`config.mk`:
```
export PLATFORM = sky130hd
export DESIGN_NAME = pipeline_hazard_controller
export DESIGN_NICKNAME = d
export VERILOG_FILES = /design/src/rtl/pipeline_hazard_controller.sv
export SDC_FILE = /design/constraint.sdc
export NUM_CORES = 1
export LEC_CHECK = 0
export BUFFER_PORTS_ARGS = -buffer_cell sky130_fd_sc_hd__buf_4
export CAP_MARGIN = 30
export CORE_MARGIN = 2
export CORE_UTILIZATION = 48
export CTS_CLUSTER_DIAMETER = 120
export DETAILED_ROUTE_END_ITERATION = 10
export GPL_TIMING_DRIVEN = 0
export PLACE_DENSITY = 0.77
export SLEW_MARGIN = 20
export SYNTH_ARGS = -nofsm -noshare
export SYNTH_HDL_FRONTEND = slang
export SYNTH_SLANG_ARGS = --single-unit
```
`constraint.sdc`:
```
create_clock -name clk -period 1.88 [get_ports clk]
set_clock_uncertainty 0.05 [all_clocks]
set_input_delay 0.094 -clock clk [delete_from_list [all_inputs] [get_ports clk]]
set_output_delay 0.094 -clock clk [all_outputs]
set_load 0.05 [all_outputs]
```
`src/rtl/pipeline_hazard_controller.sv`:
```
// Hazard/stall controller for a 5-stage pipeline: load-use and HI/LO interlocks,
// memory-wait freeze, HALT drain sequencing and a saturating stall-cycle counter.
module pipeline_hazard_controller #(
    parameter int MULDIV_LATENCY = 4,
    parameter int HALT_DRAIN     = 3
) (
    input  logic        clk,
    input  logic        reset,
    input  logic [4:0]  rs_decode,
    input  logic [4:0]  rt_decode,
    input  logic [4:0]  write_reg_execute,
    input  logic        mem_to_reg_execute,
    input  logic        muldiv_start_execute,
    input  logic        hilo_read_decode,
    input  logic        mem_waitrequest,
    input  logic        HALT_decode,
    output logic        stall_fetch,
    output logic        stall_decode,
    output logic        stall_execute,
    output logic        stall_memory,
    output logic        flush_execute,
    output logic        halted,
    output logic [31:0] stall_cycles
);

    typedef enum logic [1:0] {S_RUN, S_MEM_WAIT, S_HALT_DRAIN, S_HALTED} state_t;

    localparam logic [5:0] MD_LOAD = 6'(MULDIV_LATENCY);
    localparam logic [3:0] DR_LOAD = 4'(HALT_DRAIN);

    state_t     state, state_next, ret_state, ret_next, eff;
    logic [5:0] md_cnt;
    logic [3:0] drain_cnt, drain_next;
    logic       load_use, hilo_stall, hazard;

    always_comb begin
        // Once a wait clears, MEM_WAIT behaves exactly like the state it froze.
        eff        = (state == S_MEM_WAIT) ? ret_state : state;
        load_use   = mem_to_reg_execute && (write_reg_execute != 5'd0) &&
                     ((write_reg_execute == rs_decode) || (write_reg_execute == rt_decode));
        hilo_stall = (md_cnt != 6'd0) && hilo_read_decode;
        hazard     = load_use || hilo_stall;

        stall_fetch   = 1'b0;
        stall_decode  = 1'b0;
        stall_execute = 1'b0;
        stall_memory  = 1'b0;
        flush_execute = 1'b0;
        halted        = 1'b0;
        state_next    = state;
        ret_next      = ret_state;
        drain_next    = drain_cnt;

        if (!reset) begin
            state_next = S_RUN;
        end else if (state == S_HALTED) begin
            {stall_fetch, stall_decode, stall_execute, stall_memory} = 4'b1111;
            halted = 1'b1;
        end else if (mem_waitrequest) begin
            {stall_fetch, stall_decode, stall_execute, stall_memory} = 4'b1111;
            state_next = S_MEM_WAIT;
            ret_next   = eff;
        end else if (eff == S_HALT_DRAIN) begin
            stall_fetch   = 1'b1;
            stall_decode  = 1'b1;
            flush_execute = 1'b1;
            drain_next    = (drain_cnt != 4'd0) ? drain_cnt - 4'd1 : 4'd0;
            state_next    = (drain_cnt <= 4'd1) ? S_HALTED : S_HALT_DRAIN;
        end else begin
            state_next = S_RUN;
            if (hazard) begin
                stall_fetch   = 1'b1;
                stall_decode  = 1'b1;
                flush_execute = 1'b1;
            end else if (HALT_decode) begin
                state_next = S_HALT_DRAIN;
                drain_next = DR_LOAD;
            end
        end
    end

    always_ff @(posedge clk) begin
        if (!reset) begin
            state        <= S_RUN;
            ret_state    <= S_RUN;
            md_cnt       <= 6'd0;
            drain_cnt    <= 4'd0;
            stall_cycles <= 32'd0;
        end else begin
            state     <= state_next;
            ret_state <= ret_next;
            drain_cnt <= drain_next;
            // A new start restarts the latency window even mid-count.
            if (muldiv_start_execute)
                md_cnt <= MD_LOAD;
            else if (md_cnt != 6'd0)
                md_cnt <= md_cnt - 6'd1;
            if (stall_fetch && (state != S_HALTED) && (stall_cycles != 32'hFFFF_FFFF))
                stall_cycles <= stall_cycles + 32'd1;
        end
    end

endmodule

```
==> results.toml, run 1 <==
[placed_design]
place_area_mm2 = 0.00319
preCtsSetupSlack_ns = -0.483
dp.final_hpwl_um = 4720
gp_congestion = 0.864
io_buffers = 58

[timing]
hold_viol_final = 0
drv_slew = 0
rsz0062_at_grt = "yes"
max_freq_mhz = 425
worst_slack_ns = -0.473
finalCritPeriodShare_pct = 125
setup_viol = 40
slew_headroom_pct = 63.3
min_period_ns = 2.35
tightest_slew_ns = 0.550

[finish]
post-route-cell-area_mm2 = 0.00362
layout.nets = 415
ff_latch_area_um2 = 996
area_growth_pct = 41.7
drive_gt1_share_pct = 41.4
diodes = 0
final_common_cell = "buf_4"
num-fill-cells = 413
multi_input_area_mm2 = 0.00161
final_cell_mix = "77 x buf_4, 35 x nand2_1, 20 x nor2_1, 18 x dfxtp_2, 17 x a21oi_1"

[global_route]
grt_pass1_vias = 2356
grt-ovfl-total = 0
grt_max_degree = 14
grt_first_pass_wirelength_um = 11100
grt_usage_pct = 22.9
antenna_found_initial = 0

[floorplan]
initial_core_util_pct = 50.0
boundaryPins = 60
row_count = 26
die_w_um = 77.0
die_area_mm2 = 0.00592
fp.coreArea_mm2 = 0.00511
die_h_um = 77.0

[clocking]
cts_max_level = 2
cts_inserted_buffers = 5
path_clk_slew_ns = 0.08
cts_tree = "yes"
clock_latency_ns = 0.30
cts_sinks = 46
clock-root-buffer = "clkbuf_8"
clock_path_buffers = 2

[synthesis]
ys_types = 52
synth_area_mm2 = 0.00255
postSynth.asyncResetShare_pct = 0
synth_edf_count = 0
synth_seq_cells = 46
synth_fp_nets = 326
synth-seq-area-share_pct = 36.0
synth-main-ff-cell = "dfxtp_1"
ys.warnings.count = 0
syn_inst = 301
avgSynthCellArea_um2 = 8.49

[worst_setup_path]
timing.rr.end = "stall_cycles[10]"
cp_cell_sequence = "inv_2 -> ha_4 -> or4b_4 -> o21ai_4 -> nand3b_4 -> a2bb2oi_4 -> buf_6 -> buf_8 -> inv_8 -> buf_8 -> buf_8"
cp-start-kind = "register"
worst_ep_arrival_time_ns = 2.21
crit_fanout = 4
crit_required_ns = 1.74
critPathBufInv = 6
crit_family = "buffers and inverters"
reg2reg_depth = 12
path_class = "reg2out"
critPathMostFrequentCell = "buf_8"
rrSetupSlack_ns = -0.37
worst_path_max_delay_cell = "or4b_4"
cpPeakStageDelay_ns = 0.47
r2r_start = "md_cnt[1]"
cp-end-kind = "primary output"

[worst_hold_path]
hp-class = "in2reg"
hold_path_end = "md_cnt[2]"
holdCritStartpoint = "muldiv_start_execute"
min_path_cells = 3

[routing]
drt_iter0_markers = 183
routed_wl_um = 6980
via_count = 2630
drt_first_pass_iters = 4
route.detailed.drc = 0
vias_per_cell = 5.70
ant_nets = 0
wl_per_cell_um = 15.1

[power]
p_total_mw = 2.48
worst_ir_drop_vdd_mv = 0.570
power.leakage_nw = 1.39
powerDensity_mw_per_mm2 = 685

[status]
violations = "negative setup slack"
status = "finished, violations left"

[job]
max_cap_violations = 0
[cells by family after synthesis]
group	count (synthesis)	synth area share [%]
simple gates	141	30.0
xor+xnor	14	4.80
buf+inv	21	4.95
mux	12	4.70
fa+ha+maj	3	1.47
flops	46	36.0
compound gates	64	18.0
[routing by layer]
layer / GRT usage [%] / routed length, um / up-vias
met4: 7.82 / 119 / 0
met1: 31.1 / 3040 / 1236
met2: 37.1 / 3430 / 89
met5: 0 / 0 / -
li1: - / - / 1293
met3: 3.18 / 394 / 12
[cell type report]
class | instances | share of cell area [%]
Buffer | 14 | 3.52
Multi-Input combinational cell | 234 | 44.4
Tap cell | 70 | 2.42
Inverter | 7 | 0.933
Clock buffer | 8 | 2.21
Sequential cell | 46 | 27.5
Timing Repair Buffer | 82 | 19.0
[cells in the mapped netlist, types with 4 or more instances]
library cell,count,share of area [%]
dfxtp_1,46,36
nand2_1,36,5.3
nor2_1,21,3.1
a21oi_1,18,3.5
o31ai_1,15,4.4
mux2i_1,12,4.7
nand3_1,12,2.4
nand4_1,12,2.9
xnor2_1,12,4.1
o211ai_1,9,2.6
nand2b_1,8,2.0
nor3_1,8,1.6
or4_1,8,2.4
and3_1,7,1.7
o21ai_0,6,1.2
inv_1,5,0.73
nor4_1,5,1.2
or3_1,5,1.2
buf_4,4,1.2
buf_6,4,1.8
[where the power goes]
group,switching (mW),internal (mW)
sequential,0.0548,1.01
combinational,0.419,0.403
clock,0.329,0.265
total,0.803,1.68
[tightest hold or removal path, cell delays in order]
cell	delay, ns
buf_4	0.09
a21oi_1	0.04
a21oi_1	0.12
[state kept, by name, summed over array words and instances (netlist names)]
name,flops
drain_cnt,4
stall_cycles,32
md_cnt,6
state,2
ret_state,2
[worst max-delay path by stage]
| stage | startpoint | to | slack (ns) | cells after the start |
|---|---|---|---|---|
| global route | md_cnt[1] | stall_fetch | -0.55 | 11 |
| floorplan | md_cnt[0] | stall_cycles[17] | -0.20 | 10 |
| CTS | md_cnt[0] | stall_fetch | -0.52 | 11 |
| finish | md_cnt[1] | stall_fetch | -0.47 | 11 |
| detailed placement | md_cnt[1] | stall_fetch | -0.48 | 11 |
| global placement | md_cnt[0] | stall_fetch | -0.47 | 11 |
[repair_timing]
action / in CTS / in global routing
hold buffers: 0 / 0
cloned: 1 / 1
buffers inserted: 8 / 14
resized for setup: 13 / 25
hold endpoints to repair: 0 / 0
pin swaps: 4 / 7
setup endpoints to repair: 40 / 41
[through the flow]
| step | utilization, % | hold WS, ns | std cells | TNS, ns |
|---|---|---|---|---|
| after detailed placement | 62.5 | 0.327 | 429 | -12.15 |
| after global placement | 62.5 | 0.318 | 429 | -11.39 |
| after global routing | 70.9 | 0.0329 | 461 | -15.39 |
| after floorplan | - | 0.213 | 301 | -3.88 |
| final | 70.9 | 0.0277 | 461 | -11.69 |
| after CTS | 65.9 | 0.0172 | 446 | -11.76 |
No activity file was read; power rests on OpenSTA's default activity.
==> run 2, diff against run 1 <==
--- a/config.mk
+++ b/config.mk
@@ -8,11 +8,10 @@
 export BUFFER_PORTS_ARGS = -buffer_cell sky130_fd_sc_hd__buf_4
 export CAP_MARGIN = 30
 export CORE_MARGIN = 2
-export CORE_UTILIZATION = 48
+export CORE_UTILIZATION = 55
 export CTS_CLUSTER_DIAMETER = 120
 export DETAILED_ROUTE_END_ITERATION = 10
-export GPL_TIMING_DRIVEN = 0
-export PLACE_DENSITY = 0.77
+export PLACE_DENSITY = 0.83
 export SLEW_MARGIN = 20
 export SYNTH_ARGS = -nofsm -noshare
 export SYNTH_HDL_FRONTEND = slang
==> constraint.sdc (replaced) <==
create_clock -name clk -period 2.86 [get_ports clk]
set_clock_uncertainty 0.05 [all_clocks]
set_input_delay 0.143 -clock clk [delete_from_list [all_inputs] [get_ports clk]]
set_output_delay 0.143 -clock clk [all_outputs]
set_load 0.05 [all_outputs]
==> run 2 against run 1 <==
- the run now ends clean
- cell area shrank 15%
- critical path depth shrank 2
- count of clock-buffer cells in the layout shrank 1
- worst hold slack gained 0.035 ns
- sequential share of layout area grew 2.5 points
- via count shrank 9.7%
- sequential power shrank 34%
- non-clock buffer count shrank 34
==> results.toml, run 2 (synthesis results as in run 1) <==
[routing]
drt_first_pass_iters = 4
drt_iter0_markers = 139
wl_per_cell_um = 13.8
route.detailed.drc = 0
via_count = 2374
vias_per_cell = 5.82
routed_wl_um = 5650
ant_nets = 0

[global_route]
antenna_found_initial = 0
grt_usage_pct = 23.3
grt_first_pass_wirelength_um = 9770
grt_max_degree = 53
grt_pass1_vias = 2156
grt-ovfl-total = 0

[placed_design]
io_buffers = 59
gp_congestion = 0.818
preCtsSetupSlack_ns = 0.566
dp.final_hpwl_um = 4020

[clocking]
clock_path_buffers = 2
cts_max_level = 2
post_cts_buffers = 0
cts_inserted_buffers = 5
cts_resized = 0
cts_tree = "yes"
path_clk_slew_ns = 0.08
clock-root-buffer = "clkbuf_8"
cts_sinks = 46
postCtsHoldBufs = 0
clock_latency_ns = 0.31

[worst_setup_path]
reg2reg_depth = 7
worst_path_max_delay_cell = "or4b_4"
cpPeakStageDelay_ns = 0.47
cp-end-kind = "primary output"
critPathBufInv = 4
path_depth = 9
timing.rr.end = "stall_cycles[26]"
crit_end = "stall_decode"
crit_required_ns = 2.67
rrSetupSlack_ns = 0.54
crit_start = "md_cnt[0]"
cp-start-kind = "register"
path_class = "reg2out"
crit_fanout = 52
cp_cell_sequence = "inv_1 -> ha_1 -> or4b_4 -> o21ai_4 -> nand3b_2 -> a2bb2oi_4 -> buf_12 -> inv_2 -> buf_4"
r2r_start = "stall_cycles[0]"
crit_family = "buffers and inverters"
worst_ep_arrival_time_ns = 2.34

[finish]
area_growth_pct = 20.3
largest_reg_flops = 32
top_register = "stall_cycles"
layout.nets = 381
final_common_cell = "buf_4"
drive_gt1_share_pct = 23.6
diodes = 0
final_cell_mix = "61 x buf_4, 46 x dfxtp_1, 36 x nand2_1, 21 x nor2_1, 18 x a21oi_1"
top_regs = "stall_cycles x32, md_cnt x6, drain_cnt x4"

[power]
worst_ir_drop_vdd_mv = 0.378
power.leakage_nw = 1.13
powerDensity_mw_per_mm2 = 472
p_total_mw = 1.45

[status]
status = "completed"

[timing]
finalCritPeriodShare_pct = 88.4
rsz0062_at_grt = "no"
setup_viol = 0
slew_headroom_pct = 63.6
max_freq_mhz = 395
min_period_ns = 2.53
drv_slew = 0
tightest_slew_ns = 0.545
worst_slack_ns = 0.331
hold_viol_final = 0
tns_ns = 0

[floorplan]
die_w_um = 72.2
die_h_um = 72.2
die_area_mm2 = 0.00521
fp.coreArea_mm2 = 0.00441
row_count = 24
initial_core_util_pct = 57.9
boundaryPins = 60

[worst_hold_path]
hp-class = "in2reg"

[job]
max_cap_violations = 0
[run 2: worst min-delay path, cell delays in order]
cell and delay, ns:
buf_4 0.08, a21oi_1 0.03, a21oi_1 0.12
[run 2: layout make-up]
| cell class | count | area [um2] |
|---|---|---|
| multi-input cells | 234 | 1510 |
| fillers | 361 | 1340 |
| flip-flops and latches | 46 | 921 |
| repair buffers | 62 | 478 |
| clock buffers | 7 | 76.3 |
| well taps | 52 | 65.1 |
| inverters | 7 | 26.3 |
[run 2: power breakdown]
group          internal (mW)  switching (mW)  total [mW]
combinational          0.152           0.219       0.371
sequential             0.670          0.0333       0.704
clock                  0.168           0.208       0.377
total                  0.991           0.460        1.45
[run 2: routing by layer]
layer / wire (um) / track usage, % / vias to the layer above
met5: 0 / 0 / -
met4: 77 / 8.60 / 0
met3: 315 / 4.31 / 7
met2: 2620 / 37.4 / 66
met1: 2640 / 31.2 / 1081
li1: - / - / 1220
[run 2: worst min path at each step]
stage	from	endpoint	slack, ns	cells past startpoint
floorplan	muldiv_start_execute	md_cnt[2]	0.26	2
global placement	muldiv_start_execute	md_cnt[2]	0.36	3
detailed placement	muldiv_start_execute	md_cnt[2]	0.37	3
CTS	muldiv_start_execute	md_cnt[2]	0.07	3
global route	muldiv_start_execute	md_cnt[2]	0.10	3
finish	muldiv_start_execute	md_cnt[2]	0.06	3
[run 2: through the flow]
stage,hold WS (ns),cell area [um2],util [%],std cells
after floorplan,0.262,2550,-,301
after global placement,0.364,3000,67.9,401
after detailed placement,0.371,3000,67.9,401
after CTS,0.0687,3070,69.6,408
after global routing,0.102,3070,69.6,408
final,0.0630,3070,69.6,408
==> run 3, diff against run 2 <==
--- a/config.mk
+++ b/config.mk
@@ -7,11 +7,12 @@
 export LEC_CHECK = 0
 export BUFFER_PORTS_ARGS = -buffer_cell sky130_fd_sc_hd__buf_4
 export CAP_MARGIN = 30
+export CORE_ASPECT_RATIO = 1.25
 export CORE_MARGIN = 2
-export CORE_UTILIZATION = 55
+export CORE_UTILIZATION = 48
 export CTS_CLUSTER_DIAMETER = 120
 export DETAILED_ROUTE_END_ITERATION = 10
-export PLACE_DENSITY = 0.83
+export PLACE_DENSITY = 0.77
 export SLEW_MARGIN = 20
 export SYNTH_ARGS = -nofsm -noshare
 export SYNTH_HDL_FRONTEND = slang
==> constraint.sdc (replaced) <==
create_clock -name clk -period 2.11 [get_ports clk]
set_clock_uncertainty 0.05 [all_clocks]
set_input_delay 0.1055 -clock clk [delete_from_list [all_inputs] [get_ports clk]]
set_output_delay 0.1055 -clock clk [all_outputs]
set_load 0.05 [all_outputs]
==> run 3 against run 2 <==
- the flow now finishes with violations (negative setup slack)
- core utilization rose by 2.2 points
- largest cell class unchanged
- final cell count up 13%
- non-clock buffer count grew 43
==> results.toml, run 3 (synthesis results as in run 1) <==
[status]
status = "finished, violations left"
violations = "negative setup slack"

[routing]
drt_iter0_markers = 125
drt_first_pass_iters = 4
vias_per_cell = 5.91
ant_nets = 0
routed_wl_um = 7100
via_count = 2729
wl_per_cell_um = 15.4
route.detailed.drc = 0

[clocking]
clock_path_buffers = 2
clock-root-buffer = "clkbuf_8"
cts_sinks = 46
path_clk_slew_ns = 0.08
cts_max_level = 2
cts_tree = "yes"
clock_latency_ns = 0.31
cts_inserted_buffers = 5

[global_route]
grt_pass1_vias = 2527
grt_usage_pct = 22.8
grt_first_pass_wirelength_um = 11100
grt_max_degree = 36
antenna_found_initial = 0
grt-ovfl-total = 0

[worst_setup_path]
crit_required_ns = 1.95
cpPeakStageDelay_ns = 0.47
worst_path_max_delay_cell = "or4b_4"
path_depth = 9
reg2reg_depth = 11
worst_ep_arrival_time_ns = 2.08
crit_family = "simple AND/OR/NAND/NOR gates"
path_class = "reg2out"
crit_fanout = 4
critPathBufInv = 4
cp-end-kind = "primary output"
cp-start-kind = "register"
cp_cell_sequence = "inv_2 -> ha_4 -> or4b_4 -> o21ai_4 -> nand3b_4 -> a2bb2oi_4 -> buf_12 -> inv_6 -> buf_8"

[worst_hold_path]
min_path_cells = 3
hp-class = "in2reg"

[power]
worst_ir_drop_vdd_mv = 0.562
powerDensity_mw_per_mm2 = 638
power.leakage_nw = 1.45
p_total_mw = 2.34

[placed_design]
dp.final_hpwl_um = 4730
io_buffers = 59
preCtsSetupSlack_ns = -0.00370
gp_congestion = 0.797
place_area_mm2 = 0.00328

[finish]
top_regs = "stall_cycles x32, md_cnt x6, drain_cnt x4"
post-route-cell-area_mm2 = 0.00367
final_cell_mix = "94 x buf_4, 36 x nand2_1, 27 x dfxtp_1, 21 x nor2_1, 19 x dfxtp_2"
drive_gt1_share_pct = 41.0
diodes = 0
largest_reg_flops = 32
area_growth_pct = 43.8
top_register = "stall_cycles"
layout.nets = 424
final_common_cell = "buf_4"

[floorplan]
initial_core_util_pct = 49.9
boundaryPins = 60
die_w_um = 69.3
die_h_um = 85.6
row_count = 29
die_area_mm2 = 0.00593
fp.coreArea_mm2 = 0.00512

[job]
max_cap_violations = 0

[timing]
holdWs_ns = 0.0242
rsz0062_at_grt = "yes"
worst_slack_ns = -0.129
setup_viol = 32
tns_ns = -1.64
finalCritPeriodShare_pct = 106
max_freq_mhz = 447
drv_slew = 0
hold_viol_final = 0
min_period_ns = 2.24
tightest_slew_ns = 0.423
slew_headroom_pct = 71.5
==> run 3: cell count changes in the layout (fill, tap and decap cells not counted), moves of 3 or more <==
cell,previous run,this run
buf_4,61,94
dfxtp_1,46,27
dfxtp_2,0,19
o21ai_0,6,2
clkbuf_16,0,3
o21ai_1,3,6
or4_1,8,5
or4_4,0,3
==> run 3: tightest hold or removal path, cell delays in order <==
cell and delay (ns):
buf_4 0.08, a21oi_1 0.03, a21oi_1 0.12
==> run 3: area by class of cell <==
cell class                      instances  area (um2)
Clock buffer                            5        68.8
Clock inverter                          3        40.0
Fill cell                             384        1440
Inverter                                7        31.3
Multi-Input combinational cell        234        1590
Sequential cell                        46         945
Tap cell                               62        77.6
Timing Repair Buffer                  105         921
==> run 3: power by group <==
group | internal (mW) | switching, mW
combinational | 0.351 | 0.379
sequential | 0.912 | 0.0404
clock | 0.349 | 0.313
total | 1.61 | 0.732
==> run 3: routing by layer <==
metal / GRT usage [%] / wire length [um] / part of all wire, %
met5: 0 / 0 / 0
met4: 9.09 / 129 / 1.8
met3: 4.58 / 374 / 5.3
met2: 42.2 / 3680 / 52
met1: 25.6 / 2920 / 41
==> run 3: repair_timing <==
| item | in CTS | in global routing |
|---|---|---|
| pin swaps | 3 | 16 |
| endpoints found under the setup margin | 3 | 39 |
| gates resized for setup | 10 | 25 |
| hold buffers | 0 | 0 |
| cloned | 1 | 3 |
| hold endpoints to repair | 0 | 0 |
| buffers inserted | 5 | 3 |
==> run 3: final timing paths <==
path / startpoint / endpoint / slack, ns
max: md_cnt[1] / stall_decode / -0.13
min: muldiv_start_execute / md_cnt[2] / 0.02
max reg2reg: md_cnt[1] / stall_cycles[19] / -0.07
min reg2reg: ret_state[0] / ret_state[0] / 0.39
==> run 3: metrics by stage <==
stage                     util, %  instances
after floorplan                 -        301
final                        71.8        462
after global routing         71.8        462
after detailed placement     64.1        442
after global placement       64.1        442
after CTS                    68.2        456
